<file path="src/rtl/hazard_ctrl_unit_if.sv">
// Signal bundle between the control unit / branch resolver and the hazard controller.
// The controller side drives the master modport. The hazard controller uses the slave modport.
interface hazard_ctrl_unit_if #(
  parameter int unsigned REG_AW = 5,
  parameter int unsigned CNT_W  = 16
);
  logic              branch_taken_i;
  logic              jump_i;
  logic [REG_AW-1:0] id_rs_addr_i;
  logic [REG_AW-1:0] id_rt_addr_i;
  logic              id_use_rs_i;
  logic              id_use_rt_i;
  logic [REG_AW-1:0] ex_rd_addr_i;
  logic              ex_reg_write_i;
  logic              ex_mem_read_i;
  logic [REG_AW-1:0] mem_rd_addr_i;
  logic              mem_reg_write_i;
  logic              pc_write_o;
  logic              if_id_write_o;
  logic              if_flush_o;
  logic              id_flush_o;
  logic              ex_flush_o;
  logic              stall_o;
  logic [CNT_W-1:0]  stall_cnt_o;
  logic [CNT_W-1:0]  flush_cnt_o;

  modport master (
    output branch_taken_i, jump_i, id_rs_addr_i, id_rt_addr_i, id_use_rs_i, id_use_rt_i,
           ex_rd_addr_i, ex_reg_write_i, ex_mem_read_i, mem_rd_addr_i, mem_reg_write_i,
    input  pc_write_o, if_id_write_o, if_flush_o, id_flush_o, ex_flush_o, stall_o,
           stall_cnt_o, flush_cnt_o
  );

  modport slave (
    input  branch_taken_i, jump_i, id_rs_addr_i, id_rt_addr_i, id_use_rs_i, id_use_rt_i,
           ex_rd_addr_i, ex_reg_write_i, ex_mem_read_i, mem_rd_addr_i, mem_reg_write_i,
    output pc_write_o, if_id_write_o, if_flush_o, id_flush_o, ex_flush_o, stall_o,
           stall_cnt_o, flush_cnt_o
  );
endinterface

</file>
<file path="src/rtl/hazard_ctrl_unit.sv">
// Pipeline hazard controller for the 5-stage MIPS datapath.
// It detects multi-cycle load-use stalls and optional RAW stalls, handles branch/jump flushes, and keeps saturating counters.
module hazard_ctrl_unit #(
  parameter int unsigned REG_AW   = 5,
  parameter int unsigned LOAD_LAT = 1,
  parameter int unsigned FWD_EN   = 1,
  parameter int unsigned CNT_W    = 16
) (
  input  logic            clk_i,
  input  logic            rst_i,
  hazard_ctrl_unit_if.slave hz
);
  localparam int unsigned REM_W = (LOAD_LAT < 2) ? 1 : $clog2(LOAD_LAT + 1);

  typedef enum logic {RUN, LSTALL} state_t;

  state_t            state;
  logic [REM_W-1:0]  rem;
  logic [CNT_W-1:0]  stall_cnt;
  logic [CNT_W-1:0]  flush_cnt;

  logic [REG_AW-1:0] rs, rt, ex_rd, mem_rd;
  logic              hit_ex, hit_mem, lu_haz, raw_haz;
  logic              in_lstall, jump_run, stall_req, flush_evt;

  always_comb begin
    rs      = hz.id_rs_addr_i;
    rt      = hz.id_rt_addr_i;
    ex_rd   = hz.ex_rd_addr_i;
    mem_rd  = hz.mem_rd_addr_i;
    hit_ex  = (ex_rd != '0) &&
              ((hz.id_use_rs_i && ex_rd == rs) || (hz.id_use_rt_i && ex_rd == rt));
    hit_mem = (mem_rd != '0) &&
              ((hz.id_use_rs_i && mem_rd == rs) || (hz.id_use_rt_i && mem_rd == rt));
    lu_haz  = hz.ex_mem_read_i && hz.ex_reg_write_i && hit_ex;
    raw_haz = (FWD_EN == 0) &&
              ((hz.ex_reg_write_i && hit_ex) || (hz.mem_reg_write_i && hit_mem));

    in_lstall = (state == LSTALL);
    // A jump is only honoured in RUN. During LSTALL the ID instruction is held and re-presented later.
    jump_run  = hz.jump_i && !in_lstall;
    stall_req = !hz.branch_taken_i && (in_lstall || (!hz.jump_i && (lu_haz || raw_haz)));
    flush_evt = hz.branch_taken_i || jump_run;

    hz.pc_write_o    = 1'b0;
    hz.if_id_write_o = 1'b0;
    hz.if_flush_o    = 1'b0;
    hz.id_flush_o    = 1'b0;
    hz.ex_flush_o    = 1'b0;
    hz.stall_o       = 1'b0;
    if (rst_i) begin
      hz.pc_write_o    = !stall_req;
      hz.if_id_write_o = !stall_req;
      hz.if_flush_o    = hz.branch_taken_i || jump_run;
      hz.id_flush_o    = hz.branch_taken_i || stall_req;
      hz.ex_flush_o    = hz.branch_taken_i;
      hz.stall_o       = stall_req;
    end
    hz.stall_cnt_o = stall_cnt;
    hz.flush_cnt_o = flush_cnt;
  end

  always_ff @(posedge clk_i or negedge rst_i) begin
    if (!rst_i) begin
      state     <= RUN;
      rem       <= '0;
      stall_cnt <= '0;
      flush_cnt <= '0;
    end else begin
      if (stall_req && stall_cnt != '1) stall_cnt <= stall_cnt + CNT_W'(1);
      if (flush_evt && flush_cnt != '1) flush_cnt <= flush_cnt + CNT_W'(1);

      if (hz.branch_taken_i) begin
        state <= RUN;
        rem   <= '0;
      end else if (in_lstall) begin
        if (rem == REM_W'(1)) begin
          state <= RUN;
          rem   <= '0;
        end else begin
          rem <= rem - REM_W'(1);
        end
      end else if (!hz.jump_i && lu_haz && LOAD_LAT > 1) begin
        // The first stall cycle is spent in RUN, so LSTALL covers the remaining LOAD_LAT-1 cycles.
        state <= LSTALL;
        rem   <= REM_W'(LOAD_LAT - 1);
      end
    end
  end
endmodule

</file>
<file path="src/flat_wrapper.sv">
// flat-port wrapper written by rule: the top's interface ports become plain ports
module hazard_ctrl_unit_flat 
#(
  parameter int unsigned REG_AW   = 5,
  parameter int unsigned LOAD_LAT = 1,
  parameter int unsigned FWD_EN   = 1,
  parameter int unsigned CNT_W    = 16
)
  (clk_i, rst_i, hz_branch_taken_i, hz_jump_i, hz_id_rs_addr_i, hz_id_rt_addr_i, hz_id_use_rs_i, hz_id_use_rt_i, hz_ex_rd_addr_i, hz_ex_reg_write_i, hz_ex_mem_read_i, hz_mem_rd_addr_i, hz_mem_reg_write_i, hz_pc_write_o, hz_if_id_write_o, hz_if_flush_o, hz_id_flush_o, hz_ex_flush_o, hz_stall_o, hz_stall_cnt_o, hz_flush_cnt_o);
  hazard_ctrl_unit_if #(.REG_AW(REG_AW), .CNT_W(CNT_W)) hz_i ();
  input  logic clk_i;
  input  logic rst_i;
  input wire logic [$bits(hz_i.branch_taken_i)-1:0] hz_branch_taken_i;
  input wire logic [$bits(hz_i.jump_i)-1:0] hz_jump_i;
  input wire logic [$bits(hz_i.id_rs_addr_i)-1:0] hz_id_rs_addr_i;
  input wire logic [$bits(hz_i.id_rt_addr_i)-1:0] hz_id_rt_addr_i;
  input wire logic [$bits(hz_i.id_use_rs_i)-1:0] hz_id_use_rs_i;
  input wire logic [$bits(hz_i.id_use_rt_i)-1:0] hz_id_use_rt_i;
  input wire logic [$bits(hz_i.ex_rd_addr_i)-1:0] hz_ex_rd_addr_i;
  input wire logic [$bits(hz_i.ex_reg_write_i)-1:0] hz_ex_reg_write_i;
  input wire logic [$bits(hz_i.ex_mem_read_i)-1:0] hz_ex_mem_read_i;
  input wire logic [$bits(hz_i.mem_rd_addr_i)-1:0] hz_mem_rd_addr_i;
  input wire logic [$bits(hz_i.mem_reg_write_i)-1:0] hz_mem_reg_write_i;
  output wire logic [$bits(hz_i.pc_write_o)-1:0] hz_pc_write_o;
  output wire logic [$bits(hz_i.if_id_write_o)-1:0] hz_if_id_write_o;
  output wire logic [$bits(hz_i.if_flush_o)-1:0] hz_if_flush_o;
  output wire logic [$bits(hz_i.id_flush_o)-1:0] hz_id_flush_o;
  output wire logic [$bits(hz_i.ex_flush_o)-1:0] hz_ex_flush_o;
  output wire logic [$bits(hz_i.stall_o)-1:0] hz_stall_o;
  output wire logic [$bits(hz_i.stall_cnt_o)-1:0] hz_stall_cnt_o;
  output wire logic [$bits(hz_i.flush_cnt_o)-1:0] hz_flush_cnt_o;
  assign hz_i.branch_taken_i = hz_branch_taken_i;
  assign hz_i.jump_i = hz_jump_i;
  assign hz_i.id_rs_addr_i = hz_id_rs_addr_i;
  assign hz_i.id_rt_addr_i = hz_id_rt_addr_i;
  assign hz_i.id_use_rs_i = hz_id_use_rs_i;
  assign hz_i.id_use_rt_i = hz_id_use_rt_i;
  assign hz_i.ex_rd_addr_i = hz_ex_rd_addr_i;
  assign hz_i.ex_reg_write_i = hz_ex_reg_write_i;
  assign hz_i.ex_mem_read_i = hz_ex_mem_read_i;
  assign hz_i.mem_rd_addr_i = hz_mem_rd_addr_i;
  assign hz_i.mem_reg_write_i = hz_mem_reg_write_i;
  assign hz_pc_write_o = hz_i.pc_write_o;
  assign hz_if_id_write_o = hz_i.if_id_write_o;
  assign hz_if_flush_o = hz_i.if_flush_o;
  assign hz_id_flush_o = hz_i.id_flush_o;
  assign hz_ex_flush_o = hz_i.ex_flush_o;
  assign hz_stall_o = hz_i.stall_o;
  assign hz_stall_cnt_o = hz_i.stall_cnt_o;
  assign hz_flush_cnt_o = hz_i.flush_cnt_o;
  hazard_ctrl_unit #(.REG_AW(REG_AW), .LOAD_LAT(LOAD_LAT), .FWD_EN(FWD_EN), .CNT_W(CNT_W)) u_core (.clk_i(clk_i), .rst_i(rst_i), .hz(hz_i));
endmodule
</file>
<file path="config.mk">
export PLATFORM = sky130hd
export DESIGN_NAME = hazard_ctrl_unit_flat
export DESIGN_NICKNAME = d
export VERILOG_FILES = /design/src/rtl/hazard_ctrl_unit_if.sv /design/src/rtl/hazard_ctrl_unit.sv /design/src/flat_wrapper.sv
export SDC_FILE = /design/constraint.sdc
export NUM_CORES = 1
export LEC_CHECK = 0
export ABC_CLOCK_PERIOD_IN_PS = 2100
export CELL_PAD_IN_SITES_DETAIL_PLACEMENT = 0
export CELL_PAD_IN_SITES_GLOBAL_PLACEMENT = 1
export CORE_ASPECT_RATIO = 0.7
export CORE_UTILIZATION = 34
export DETAILED_ROUTE_END_ITERATION = 8
export PLACE_DENSITY = 0.85
export SYNTH_ARGS = -nofsm -noshare
export SYNTH_HDL_FRONTEND = slang
export SYNTH_SLANG_ARGS = --single-unit
</file>
<file path="constraint.sdc">
create_clock -name clk_i -period 2.1 [get_ports clk_i]
set_clock_uncertainty 0.05 [all_clocks]
set_input_delay 0.42 -clock clk_i [delete_from_list [all_inputs] [get_ports clk_i]]
set_output_delay 0.42 -clock clk_i [all_outputs]
set_load 0.005 [all_outputs]
</file>
==> impl_metrics.env, run 1 <==
export IMPL_status="completed"
export IMPL_die_area_um2=5830
export IMPL_setup_tns_final_ns=0
export IMPL_cts_root_buf="clkbuf_8"
export IMPL_wl_um=5020
export IMPL_clockPowerShare_pct=27.8
export IMPL_cts_made_buffers=5
export IMPL_wl_per_cell_um=14.7
export IMPL_finalHoldViolations=0
export IMPL_n_antenna_cell=0
export IMPL_rows=22
export IMPL_ir_drop_mv=0.542
export IMPL_cp_required_ns=1.63
export IMPL_fin_crit_sh_pct=97.4
export IMPL_cts_tree="built"
export IMPL_ys_seq_area_share_pct=45.3
export IMPL_synth_edf_count=0
export IMPL_clock_latency_ns=0.29
export IMPL_endpoint_kind="primary output"
export IMPL_drt_iter0_drc=73
export IMPL_firstDrtPassIters=4
export IMPL_cp_start_kind="input pin"
export IMPL_whs_ns=0.142
export IMPL_p_comb_share_pct=31.0
export IMPL_ant_nets=0
export IMPL_p_total_mw=2.07
export IMPL_crit_fanout=3
export IMPL_antenna_found_initial=0
export IMPL_avgSynthCellArea_um2=11.2
export IMPL_seq_power_share_pct=41.2
export IMPL_drc=0
export IMPL_multi_input_area_um2=1090
export IMPL_dpl_hpwl_um=3720
export IMPL_rsz0062_at_grt="yes"
export IMPL_p_int_mw=1.46
export IMPL_syn_area_um2=1880
export IMPL_arrival_ns=1.58
export IMPL_final_cell_area_um2=2950
export IMPL_async_reset_ff_share_pct=100
export IMPL_power_density_nw_per_um2=701
export IMPL_drv_cap=0
export IMPL_start_util_pct=35.5
export IMPL_port_buffers=60
export IMPL_worstSetupPathType="in -> out"
export IMPL_clockBufferDepth=2
export IMPL_final_cells=341
export IMPL_grt_max_degree=23
export IMPL_fin_crit_ns=2.05
export IMPL_netSwitchingPower_mw=0.607
export IMPL_htree_levels=2
export IMPL_place_ws_ns=-0.693
export IMPL_finalWorstSetupSlack_ns=0.0548
export IMPL_clkSinkCount=34
export IMPL_grt_use_total_pct=18.5
export IMPL_maxSlewViolCount=0
export IMPL_syn_to_final_growth_pct=56.9
export IMPL_slew_headroom_pct=74.9
export IMPL_p_leak_nw=1.35
export IMPL_fmax_mhz=489
export IMPL_final_setup_viol_count=0
export IMPL_clk_pin_slew_worst_paths_ns=0.06
export IMPL_gr_total_overflow=0
export IMPL_gp_congestion=0.784
export IMPL_synth_distinct_cells=44
export IMPL_r2r_slack_ns=0.18
export IMPL_tightest_slew_ns=0.374
export IMPL_syn_nets=199
export IMPL_viasPerCell=4.85
export IMPL_dp_cells=328
export IMPL_pin_count=67
export IMPL_die_h_um=64.2
export IMPL_synth_seq_cells=34
export IMPL_nNetsFinal=299
export IMPL_seq_area_um2=851
export IMPL_yosysWarnings=0
export IMPL_dpl_cell_area_um2=2780
export IMPL_core_area_um2=5290
export IMPL_syn_inst=168
export IMPL_die_x_um=90.8
export IMPL_num_fill_cells=464
export IMPL_grt_pass1_vias=1557
export IMPL_vias=1654
export IMPL_synth_ff_type="dfrtp_1"
export IMPL_fin_util_pct=55.8
export IMPL_hp_class="in -> async"
export IMPL_drive_above_1_share_pct=35.3
export IMPL_swShare_pct=29.4
export IMPL_grt_pass1_wl_um=8180
==> registers in the layout, summed over array words and instances, names as in the netlist <==
signal,count
u_core.hz.flush_cnt_o,16
u_core.in_lstall,1
u_core.rem,1
u_core.hz.stall_cnt_o,16
==> placed cells by master, fill, tap and decap left out, types with 2 or more instances in the layout <==
cell type         n
buf_2             8
nand4_1           9
or2_2             2
nand4_2           2
nor3_2            2
clkbuf_2          7
dfrtp_1          34
inv_1             2
nor2b_1           2
dlygate4sd2_1     4
and3_1            2
clkdlybuf4s15_1   5
buf_4            34
mux2_1            3
dlymetal6s2s_1    3
nor2_1            9
nand3_1          10
xnor2_1          18
and2_1            2
nor4_2            6
nand2_2           2
xnor2_2           8
ha_1              2
nand2_1          12
a21oi_2           2
xor2_1           13
clkdlybuf4s50_1  33
clkbuf_8          8
nor3_1            3
==> logic make-up (layout without fill, tap and decap cells) <==
kind of cell    after synthesis  in the layout  share of synthesized area, %
simple gates                 75             75                          25.4
xor+xnor                     39             39                          18.6
flops                        34             34                          45.3
compound gates                9              9                          5.73
buf+inv                       5            106                          1.20
mux                           4              4                          2.40
fa+ha+maj                     2              2                          1.33
==> path summary, 6_finish.rpt <==
path,to,cells after the start,from
max reg2reg,u_core.hz.flush_cnt_o[1],5,u_core.hz.flush_cnt_o[7]
min,u_core.hz.flush_cnt_o[2],2,rst_i
min reg2reg,u_core.in_lstall,1,u_core.rem
max in group asynchronous,u_core.hz.stall_cnt_o[15],2,rst_i
max,hz_stall_o,8,hz_ex_rd_addr_i[4]
min in group clk_i,u_core.in_lstall,1,u_core.rem
==> what timing repair did <==
| item | CTS | global route |
|---|---|---|
| gates resized for setup | 49 | 32 |
| endpoints found under the setup margin | 9 | 16 |
| hold buffers | 1 | 0 |
| gates cloned | 0 | 0 |
| hold endpoints to repair | 3 | 0 |
| pin swaps | 19 | 18 |
| setup buffers | 2 | 2 |
==> worst max-delay path: stages <==
cell and delay, ns:
clkbuf_2 0.11, xnor2_1 0.21, nand4_1 0.17, o22ai_2 0.21
a21oi_2 0.10, nor2_1 0.12, and2_1 0.13, buf_2 0.11
==> synth_stat cells, types with 2 or more instances <==
master    n  share of area, %
nor3_1    4               1.1
and2_1    2              0.67
dfrtp_1  34                45
xor2_1   13               6.1
and3_1    2              0.67
nor2_1    9               1.8
or2_2     2              0.67
nand4_2   2               1.3
a21oi_2   2              0.93
inv_1     2              0.40
mux2_1    3               1.8
nor2b_1   2              0.67
ha_1      2               1.3
nor4_2    5               3.3
nand4_1   9               3.0
nand2_1  14               2.8
nand3_1  10               2.7
xnor2_1  25                12
==> power groups by stage <==
stage | logic (mW) | registers, mW | clock network (mW)
CTS | 0.623 | 0.855 | 0.594
global placement | 0.614 | 0.860 | 0
detailed placement | 0.623 | 0.866 | 0
global route | 0.693 | 0.872 | 0.613
finish | 0.640 | 0.852 | 0.575
floorplan | 0.182 | 0.892 | 0
==> layout make-up <==
cell class	count	share of cell area, %
clock buffers	8	3.74
well taps	72	3.06
multi-input cells	129	37.0
repair buffers	95	26.9
inverters	3	0.382
flip-flops and latches	34	28.9
==> routing by layer <==
metal | vias up | track usage (%) | routed length (µm)
met2 | 48 | 25.0 | 2080
met1 | 805 | 28.5 | 2580
met5 | - | 0 | 0
li1 | 791 | - | -
met4 | 0 | 7.14 | 92
met3 | 10 | 3.45 | 268
(Power assumes the default switching activity.)
==> run 2, diff against run 1 <==
CORE_MARGIN = 2   (was unset)
==> run 2 against run 1 <==
  * Register-to-register slack better by 0.03 ns
  * Core utilization up 0.12 points
  * Critical path depth unchanged
  * Sequential cell count unchanged
  * Critical path type unchanged
==> impl_metrics.env, run 2 (synthesis gave the netlist of run 1 again) <==
export IMPL_grt_pass1_wl_um=8140
export IMPL_die_area_um2=6140
export IMPL_cts_root_buf="clkbuf_8"
export IMPL_ant_nets=0
export IMPL_final_setup_viol_count=0
export IMPL_die_x_um=92.8
export IMPL_slowest_stage="clkdlybuf4s15_1"
export IMPL_slowest_delay_ns=0.21
export IMPL_rows=22
export IMPL_syn_to_final_growth_pct=57.2
export IMPL_n_antenna_cell=0
export IMPL_drv_cap=0
export IMPL_fin_crit_ns=2.07
export IMPL_grt_use_total_pct=17.5
export IMPL_drc=0
export IMPL_clk_pin_slew_worst_paths_ns=0.07
export IMPL_vias=1618
export IMPL_gp_congestion=0.794
export IMPL_setup_tns_final_ns=0
export IMPL_clockBufferDepth=2
export IMPL_grt_max_degree=20
export IMPL_power_density_nw_per_um2=701
export IMPL_cts_made_buffers=5
export IMPL_port_buffers=60
export IMPL_antenna_found_initial=0
export IMPL_hp_class="in -> async"
export IMPL_nNetsFinal=300
export IMPL_cts_tree="built"
export IMPL_fin_crit_sh_pct=98.8
export IMPL_final_cell_mix="clkdlybuf4s50_1 (35), buf_4 (35), dfrtp_1 (34)"
export IMPL_dpl_hpwl_um=3740
export IMPL_pin_count=67
export IMPL_crit_fanout=3
export IMPL_gr_total_overflow=0
export IMPL_status="completed"
export IMPL_cp_required_ns=1.63
export IMPL_wl_um=5030
export IMPL_htree_levels=2
export IMPL_endpoint_kind="primary output"
export IMPL_clock_latency_ns=0.28
export IMPL_fmax_mhz=482
export IMPL_maxSlewViolCount=0
export IMPL_final_cell_area_um2=2950
export IMPL_arrival_ns=1.60
export IMPL_p_leak_nw=1.33
export IMPL_firstDrtPassIters=4
export IMPL_ir_drop_mv=0.518
export IMPL_die_h_um=66.2
export IMPL_start_util_pct=35.5
export IMPL_worstSetupPathType="in -> out"
export IMPL_drt_iter0_drc=61
export IMPL_wl_per_cell_um=14.7
export IMPL_tightest_slew_ns=0.344
export IMPL_core_area_um2=5290
export IMPL_cp_start_kind="input pin"
export IMPL_worstPathCellList="clkdlybuf4s15_1 -> xnor2_1 -> nand4_1 -> o22ai_2 -> a21oi_2 -> nor2_1 -> and2_1 -> buf_2"
export IMPL_drive_above_1_share_pct=32.2
export IMPL_viasPerCell=4.73
export IMPL_finalHoldViolations=0
export IMPL_rsz0062_at_grt="yes"
export IMPL_clkSinkCount=34
export IMPL_dpl_cell_area_um2=2760
export IMPL_whs_ns=0.158
export IMPL_grt_pass1_vias=1575
export IMPL_slew_headroom_pct=76.8
## run 2: through the flow
stage | setup slack [ns] | instances | util (%) | total power, mW
2_1_floorplan | 0.205 | 168 | - | 1.07
6_report | 0.0257 | 342 | 55.9 | 2.07
3_5_place_dp | -0.733 | 326 | 52.3 | 1.48
5_1_grt | -0.103 | 342 | 55.9 | 2.19
3_3_place_gp | -0.680 | 326 | 52.3 | 1.47
4_1_cts | 0.00385 | 340 | 55.2 | 2.08
## run 2: repair_timing
action                                 in CTS  in global routing
endpoints found under the hold margin       2                  0
setup buffers                               5                  2
hold buffers                                1                  0
setup endpoints to repair                  10                  9
pin swaps                                  19                 18
resized for setup                          53                 19
## run 2: final cells by class
| type | count | area, µm² |
|---|---|---|
| fillers | 472 | 2330 |
| multi-input cells | 129 | 1080 |
| flip-flops and latches | 34 | 851 |
| repair buffers | 96 | 817 |
| well taps | 72 | 90.1 |
| clock buffers | 7 | 76.3 |
| clock inverters | 1 | 30.0 |
| inverters | 3 | 11.3 |
## run 2: path summary, 6_finish.rpt
check	slack (ns)	startpoint	end	cells past startpoint
max reg2reg	0.21	u_core.hz.stall_cnt_o[0]	u_core.hz.stall_cnt_o[1]	6
max in group asynchronous	1.26	rst_i	u_core.hz.stall_cnt_o[14]	2
min	0.16	rst_i	u_core.hz.stall_cnt_o[1]	2
min in group clk_i	0.40	u_core.rem	u_core.in_lstall	1
max	0.03	hz_id_rs_addr_i[4]	hz_stall_o	8
min reg2reg	0.40	u_core.rem	u_core.in_lstall	1
## run 2: where the power goes
group	internal [mW]	switching [mW]	total, mW
logic	0.379	0.248	0.628
clock network	0.355	0.236	0.591
registers	0.747	0.105	0.852
## run 2: routing by layer
| metal | wire [µm] | vias to the layer above | part of all wire, % | GRT usage [%] |
|---|---|---|---|---|
| li1 | - | 796 | - | - |
| met1 | 2750 | 773 | 55 | 28.2 |
| met2 | 1990 | 45 | 40 | 22.5 |
| met3 | 243 | 4 | 4.8 | 3.76 |
| met4 | 44 | 0 | 0.88 | 5.51 |
| met5 | 0 | - | 0 | 0 |
## run 2: critical path, delay by kind of cell
family	cells	cell delay [ns]
AO/OA/AOI/OAI	2	0.29
XOR/XNOR	1	0.18
buffers and inverters	2	0.31
AND/OR/NAND/NOR	3	0.40
